### config.mk
export PLATFORM = sky130hd
export DESIGN_NAME = snake_move_ctrl
export DESIGN_NICKNAME = d
export VERILOG_FILES = /design/src/rtl/snake_pkg.sv /design/src/rtl/snake_collision_check.sv /design/src/rtl/snake_move_ctrl.sv
export SDC_FILE = /design/constraint.sdc
export NUM_CORES = 1
export LEC_CHECK = 0
export ABC_AREA = 0
export BUFFER_PORTS_ARGS = -buffer_cell sky130_fd_sc_hd__clkbuf_2
export CORE_MARGIN = 5
export CORE_UTILIZATION = 50
export CTS_CLUSTER_DIAMETER = 60
export DETAILED_ROUTE_END_ITERATION = 10
export GPL_ROUTABILITY_DRIVEN = 0
export PLACE_DENSITY = 0.81
export SLEW_MARGIN = 25
export SYNTH_ARGS = -nofsm -noshare
export SYNTH_HDL_FRONTEND = slang
export SYNTH_SLANG_ARGS = --single-unit
### constraint.sdc
create_clock -name clk -period 5.7 [get_ports clk]
set_clock_uncertainty 0.1 [all_clocks]
set_input_delay 1.14 -clock clk [delete_from_list [all_inputs] [get_ports clk]]
set_output_delay 1.14 -clock clk [all_outputs]
set_load 0.05 [all_outputs]
### src/rtl/snake_pkg.sv
// Shared types and default constants for the snake game-step engine.
// Direction and state encodings plus a helper to find a reversal.
package snake_pkg;

  typedef enum logic [1:0] {
    UP    = 2'd0,
    DOWN  = 2'd1,
    LEFT  = 2'd2,
    RIGHT = 2'd3
  } dir_t;

  typedef enum logic [1:0] {
    IDLE = 2'd0,
    RUN  = 2'd1,
    DEAD = 2'd2
  } state_t;

  localparam int GRID_W_DEF  = 40;
  localparam int GRID_H_DEF  = 30;
  localparam int X_W_DEF     = 6;
  localparam int Y_W_DEF     = 5;
  localparam int MAX_LEN_DEF = 16;
  localparam int START_X_DEF = 20;
  localparam int START_Y_DEF = 15;
  localparam int INIT_LEN    = 3;

  // UP/DOWN and LEFT/RIGHT differ only in bit 0.
  function automatic dir_t dir_opp(input dir_t d);
    return dir_t'(d ^ 2'b01);
  endfunction

endpackage

### src/rtl/snake_collision_check.sv
// Combinational self-collision test of a candidate head against the body.
// Ports: cand_x/cand_y candidate, body_x/body_y packed segments (seg0 in LSBs),
//        length active count, chk_tail includes segment length-1, hit result.
module snake_collision_check #(
  parameter int MAX_LEN = 16,
  parameter int X_W     = 6,
  parameter int Y_W     = 5,
  parameter int LW      = 5
) (
  input  logic [X_W-1:0]         cand_x,
  input  logic [Y_W-1:0]         cand_y,
  input  logic [MAX_LEN*X_W-1:0] body_x,
  input  logic [MAX_LEN*Y_W-1:0] body_y,
  input  logic [LW-1:0]          length,
  input  logic                   chk_tail,
  output logic                   hit
);

  always_comb begin
    hit = 1'b0;
    for (int i = 0; i < MAX_LEN; i++) begin
      // The tail only stays put when the snake is growing on this step.
      if ((i + 1 < int'(length)) ||
          (chk_tail && (i + 1 == int'(length)))) begin
        if (body_x[i*X_W +: X_W] == cand_x &&
            body_y[i*Y_W +: Y_W] == cand_y)
          hit = 1'b1;
      end
    end
  end

endmodule

### src/rtl/snake_move_ctrl.sv
// Snake game-step engine: turns Snake_clk rising edges into movement steps,
// shifts body segments, applies growth and detects wall/self collisions.
// Ports: clk, rst (sync, active-high), Snake_clk, btn_up/down/left/right,
//        start, grow -> head_x, head_y, body_x, body_y, length, dir, step,
//        running, dead.  Macro SNAKE_WRAP_EN: wrap at walls instead of dying.
module snake_move_ctrl
  import snake_pkg::*;
#(
  parameter int GRID_W  = GRID_W_DEF,
  parameter int GRID_H  = GRID_H_DEF,
  parameter int X_W     = X_W_DEF,
  parameter int Y_W     = Y_W_DEF,
  parameter int MAX_LEN = MAX_LEN_DEF,
  parameter int START_X = START_X_DEF,
  parameter int START_Y = START_Y_DEF
) (
  input  logic                           clk,
  input  logic                           rst,
  input  logic                           Snake_clk,
  input  logic                           btn_up,
  input  logic                           btn_down,
  input  logic                           btn_left,
  input  logic                           btn_right,
  input  logic                           start,
  input  logic                           grow,
  output logic [X_W-1:0]                 head_x,
  output logic [Y_W-1:0]                 head_y,
  output logic [MAX_LEN*X_W-1:0]         body_x,
  output logic [MAX_LEN*Y_W-1:0]         body_y,
  output logic [$clog2(MAX_LEN+1)-1:0]   length,
  output logic [1:0]                     dir,
  output logic                           step,
  output logic                           running,
  output logic                           dead
);

  localparam int LW = $clog2(MAX_LEN+1);

  localparam logic [X_W-1:0] XMAX   = X_W'(GRID_W-1);
  localparam logic [Y_W-1:0] YMAX   = Y_W'(GRID_H-1);
  localparam logic [X_W:0]   XMAX_E = (X_W+1)'(GRID_W-1);
  localparam logic [Y_W:0]   YMAX_E = (Y_W+1)'(GRID_H-1);
  localparam logic [X_W:0]   X_ONE  = (X_W+1)'(1);
  localparam logic [Y_W:0]   Y_ONE  = (Y_W+1)'(1);
  localparam logic [LW-1:0]  LEN0   = LW'(INIT_LEN);
  localparam logic [LW-1:0]  LENMAX = LW'(MAX_LEN);

  state_t state_q, state_d;
  logic   prev_q;
  dir_t   dir_q, dir_d;
  dir_t   pend_q, pend_d;
  logic   gpend_q, gpend_d;
  logic   step_q, step_d;
  logic [LW-1:0] len_q, len_d;

  logic [MAX_LEN-1:0][X_W-1:0] seg_x_q, seg_x_d, init_x;
  logic [MAX_LEN-1:0][Y_W-1:0] seg_y_q, seg_y_d, init_y;

  logic tick;
  logic req_vld;
  dir_t req;
  logic grow_eff;

  logic [X_W:0]   nx;
  logic [Y_W:0]   ny;
  logic           x_oob, y_oob;
  logic           wall_hit, self_hit;
  logic [X_W-1:0] cand_x;
  logic [Y_W-1:0] cand_y;

  assign tick     = Snake_clk & ~prev_q;
  assign grow_eff = gpend_q | grow;

  always_comb begin
    init_x = '0;
    init_y = '0;
    for (int i = 0; i < INIT_LEN; i++) begin
      init_x[i] = X_W'(START_X - i);
      init_y[i] = Y_W'(START_Y);
    end
  end

  always_comb begin
    req_vld = btn_up | btn_down | btn_left | btn_right;
    req     = RIGHT;
    priority case (1'b1)
      btn_up:   req = UP;
      btn_down: req = DOWN;
      btn_left: req = LEFT;
      default:  req = RIGHT;
    endcase
  end

  // One spare bit so that 0-1 and MAX+1 both land out of range.
  always_comb begin
    nx = {1'b0, seg_x_q[0]};
    ny = {1'b0, seg_y_q[0]};
    unique case (pend_q)
      UP:      ny = ny - Y_ONE;
      DOWN:    ny = ny + Y_ONE;
      LEFT:    nx = nx - X_ONE;
      RIGHT:   nx = nx + X_ONE;
      default: ;
    endcase
    x_oob = nx > XMAX_E;
    y_oob = ny > YMAX_E;
`ifdef SNAKE_WRAP_EN
    wall_hit = 1'b0;
    cand_x = x_oob ? ((pend_q == LEFT) ? XMAX : '0)
                   : nx[X_W-1:0];
    cand_y = y_oob ? ((pend_q == UP) ? YMAX : '0)
                   : ny[Y_W-1:0];
`else
    wall_hit = x_oob | y_oob;
    cand_x = nx[X_W-1:0];
    cand_y = ny[Y_W-1:0];
`endif
  end

  snake_collision_check #(
    .MAX_LEN (MAX_LEN),
    .X_W     (X_W),
    .Y_W     (Y_W),
    .LW      (LW)
  ) u_coll (
    .cand_x   (cand_x),
    .cand_y   (cand_y),
    .body_x   (seg_x_q),
    .body_y   (seg_y_q),
    .length   (len_q),
    .chk_tail (grow_eff),
    .hit      (self_hit)
  );

  always_comb begin
    state_d = state_q;
    dir_d   = dir_q;
    pend_d  = pend_q;
    gpend_d = gpend_q;
    len_d   = len_q;
    seg_x_d = seg_x_q;
    seg_y_d = seg_y_q;
    step_d  = 1'b0;

    if (req_vld && req != dir_opp(dir_q))
      pend_d = req;
    if (grow)
      gpend_d = 1'b1;

    unique case (state_q)
      IDLE, DEAD: begin
        if (start) begin
          state_d = RUN;
          dir_d   = RIGHT;
          pend_d  = RIGHT;
          gpend_d = 1'b0;
          len_d   = LEN0;
          seg_x_d = init_x;
          seg_y_d = init_y;
        end
      end
      RUN: begin
        if (tick) begin
          if (wall_hit || self_hit) begin
            state_d = DEAD;
          end else begin
            for (int i = 1; i < MAX_LEN; i++) begin
              seg_x_d[i] = seg_x_q[i-1];
              seg_y_d[i] = seg_y_q[i-1];
            end
            seg_x_d[0] = cand_x;
            seg_y_d[0] = cand_y;
            dir_d   = pend_q;
            step_d  = 1'b1;
            gpend_d = 1'b0;
            if (grow_eff && len_q != LENMAX)
              len_d = len_q + LW'(1);
          end
        end
      end
      default: state_d = IDLE;
    endcase
  end

  always_ff @(posedge clk) begin
    if (rst) begin
      state_q <= IDLE;
      prev_q  <= 1'b0;
      dir_q   <= RIGHT;
      pend_q  <= RIGHT;
      gpend_q <= 1'b0;
      step_q  <= 1'b0;
      len_q   <= LEN0;
      seg_x_q <= init_x;
      seg_y_q <= init_y;
    end else begin
      state_q <= state_d;
      prev_q  <= Snake_clk;
      dir_q   <= dir_d;
      pend_q  <= pend_d;
      gpend_q <= gpend_d;
      step_q  <= step_d;
      len_q   <= len_d;
      seg_x_q <= seg_x_d;
      seg_y_q <= seg_y_d;
    end
  end

  assign head_x  = seg_x_q[0];
  assign head_y  = seg_y_q[0];
  assign body_x  = seg_x_q;
  assign body_y  = seg_y_q;
  assign length  = len_q;
  assign dir     = dir_q;
  assign step    = step_q;
  assign running = (state_q == RUN);
  assign dead    = (state_q == DEAD);

endmodule

==> out/results.tsv <==
stage	metric	value	unit
run_status	outcome	completed	
cells_and_area	area_growth	15.2	%
critical_path	path_cells	buf_4, nand2_1, inv_1, fa_1, xnor2_1, mux2i_4, xnor2_1, a2111oi_0, or4b_1, o31ai_1, a2111o_1, o21a_2, nor3_4, buf_4, nor3_1, a31oi_1	
critical_path	worstSetupPathType	reg -> reg	
synth	ys_types	81	
min_path	min_from	body_x[48]	
min_path	worstHoldPathType	reg -> reg	
placement	port-buffer-count	205	
floorplan	die_w	160	µm
routing	wl_per_cell	22.6	µm
job	max_cap_violations	0	
sta	fin_crit_sh	96.5	%
critical_path	r2r-end	head_x[2]	
sta	final_hold_viol_count	0	
clock_tree	ctsResizeCount	0	
floorplan	die_area	25600	µm²
routing	ant_nets	0	
clock_tree	clkLatencyLatePin	0.45	ns
global_routing	grt_pass1_wl	64600	µm
critical_path	critPathTopFamily	compound AO/OA/AOI/OAI gates	
synth	synth_nets	1466	
pwr	switching_share	31.0	%
routing	vias_per_cell	6.46	
sta	rsz0062_at_grt	false	
global_routing	grt_remaining_overflow	0	
floorplan	ios	206	
synth	synth_edf_count	0	
pwr	peakVddDrop	0.224	mV
cells_and_area	final_cell_mix	205 x clkbuf_2, 189 x dfxtp_1, 188 x nand2_1	
pwr	p_switching	0.000992	W
synth	synth_ff_type	dfxtp_1	
synth	ys_warn_count	0	
min_path	hold_path_depth	2	
pwr	p_int	0.00221	W
clock_tree	clkTransAtPathRegs	0.08	ns
synth	syn_inst	1440	
synth	syn_area	11200	µm²
routing	routed-via-count	12000	
floorplan	die_h	160	µm
floorplan	core_area	22000	µm²
synth	avgSynthCellArea	7.81	µm²
sta	setup_viol	0	
cells_and_area	drive_gt1_share	20.1	%
pwr	comb_power_share	19.3	%
routing	drt-total-wl	42100	µm
min_path	min_to	body_x[48]	
sta	slew_viol_final	0	
synth	synth_async_sr_flop_share	0	%
clock_tree	hold_buffers	0	
clock_tree	root_buffer	clkbuf_16	
cells_and_area	diodes	0	
synth	synth_seq_area_share	33.8	%
cells_and_area	finalNetCount	1593	
critical_path	critPathSlowestCell	a2111oi_0	
critical_path	r2r_setup_slack	0.20	ns
clock_tree	clockBufferDepth	2	
clock_tree	cts_setup_buffers	0	
critical_path	cp_slowest_stage_delay	0.88	ns
synth	ys_seq_elements	190	
sta	period_minus_slack	5.50	ns
pwr	sequentialPowerShare	41.9	%
critical_path	rr_worst_depth	16	
pwr	p_clk_share	38.9	%
global_routing	antenna_found_initial	1	
routing	drt_iter0_markers	1703	
sta	worst_pin_slew	1.06	ns
clock_tree	cts_tree	done	
clock_tree	htreeDepth	4	
routing	route.detailed.drc	0	
clock_tree	cts_buffers	17	
pwr	p_leak	4.89	nW
sta	finalSetupTns	0	ns
placement	hpwl	30400	µm
sta	slew_headroom	29.4	%
pwr	finalPower	0.00320	W
pwr	powerDensity	247	nW/µm²
critical_path	critPathBufInv	3	
routing	firstDrtPassIters	8	
sta	hold_slack	0.407	ns
critical_path	cp.required	5.89	ns
critical_path	startpoint_type	register	
clock_tree	clock-sinks	190	
global_routing	grt_usage	31.6	%
critical_path	arrival	5.69	ns
floorplan	fp-row-count	54	
cells_and_area	final_common_cell	clkbuf_2	
global_routing	grt_pass1_vias	11300	
global_routing	grt_start_max_net_pins	75	
floorplan	start_util	51.2	%
critical_path	cp_max_fo	39	
critical_path	end_kind	register	
sta	fmax	0.182	GHz
critical_path	r2r-start	pend_q[1]	
## tightest hold or removal path, stage by stage (launching register included)
cell and delay [ns]:
dfxtp_1 0.35, nand2_1 0.07, o21ai_1 0.05
## worst max-delay path by stage
stage                endpoint  slack [ns]  cells after the start       from
floorplan           head_x[0]        0.45                     26  pend_q[1]
global placement    head_x[2]        0.70                     16  pend_q[1]
detailed placement  head_x[2]        0.62                     16  pend_q[1]
CTS                 head_x[2]        0.45                     16  pend_q[1]
global route        head_x[2]        0.09                     16  pend_q[1]
finish              head_x[2]        0.20                     16  pend_q[1]
## power by group through the flow
stage / Clock [W] / Combinational (W) / Sequential [W]
5_1_grt: 0.00130 / 0.000648 / 0.00134
3_5_place_dp: 0 / 0.000585 / 0.00137
2_1_floorplan: 0 / 0.000428 / 0.00138
3_3_place_gp: 0 / 0.000576 / 0.00137
6_report: 0.00125 / 0.000617 / 0.00134
4_1_cts: 0.00124 / 0.000589 / 0.00134
## synthesized netlist by cell type, drive strengths merged (19+ instances only)
cell type	n	area (µm²)
dfxtp	190	3800
nand2	188	706
o21ai	177	886
nand3	172	866
xnor2	90	788
xor2	81	717
clkbuf	66	250
buf	65	387
nor2	55	206
nor3	51	317
a21oi	40	245
inv	21	78.8
a31oi	20	125
o31ai	19	176
## state kept, by name, indices dropped and copies added (netlist names)
name     count
gpend_q      1
body_y      75
head_x       6
body_x      90
head_y       5
state_q      2
dir          2
pend_q       2
step         1
length       5
prev_q       1
## stage by stage
stage | setup WS (ns) | std cells | instance area [µm²] | utilization, %
after floorplan | 0.447 | 1440 | 11200 | -
after global placement | 0.699 | 1828 | 12400 | 56.3
after detailed placement | 0.623 | 1828 | 12400 | 56.3
after CTS | 0.452 | 1860 | 13000 | 59.0
after global routing | 0.0914 | 1860 | 13000 | 59.0
final | 0.200 | 1860 | 13000 | 59.0
## per-layer routing
| layer | share of wire (%) | track usage [%] |
|---|---|---|
| met1 | 37 | 39.4 |
| met2 | 43 | 47.8 |
| met3 | 13 | 10.9 |
| met4 | 6.9 | 17.5 |
| met5 | 0 | 0 |
## kinds of logic (layout without fill, tap and decap cells)
family | after synthesis | after routing | synth area share (%)
DFF | 190 | 190 | 33.8
AOI/OAI and AO/OA | 328 | 328 | 18.1
adders and majority gates | 17 | 17 | 2.02
muxes | 8 | 8 | 1.00
xor gates and xnor gates | 171 | 171 | 13.4
buffers and inverters | 152 | 292 | 6.36
and+or+nand+nor | 574 | 574 | 25.3
## layout make-up
type                            instances  area (µm²)
Fill cell                            1923        9000
Timing Repair Buffer                  239        1370
Clock buffer                           19         433
Tap cell                              280         350
Multi-Input combinational cell       1098        6760
Clock inverter                         13         164
Inverter                               21        78.8
Sequential cell                       190        3800
(Power assumes the default switching activity.)
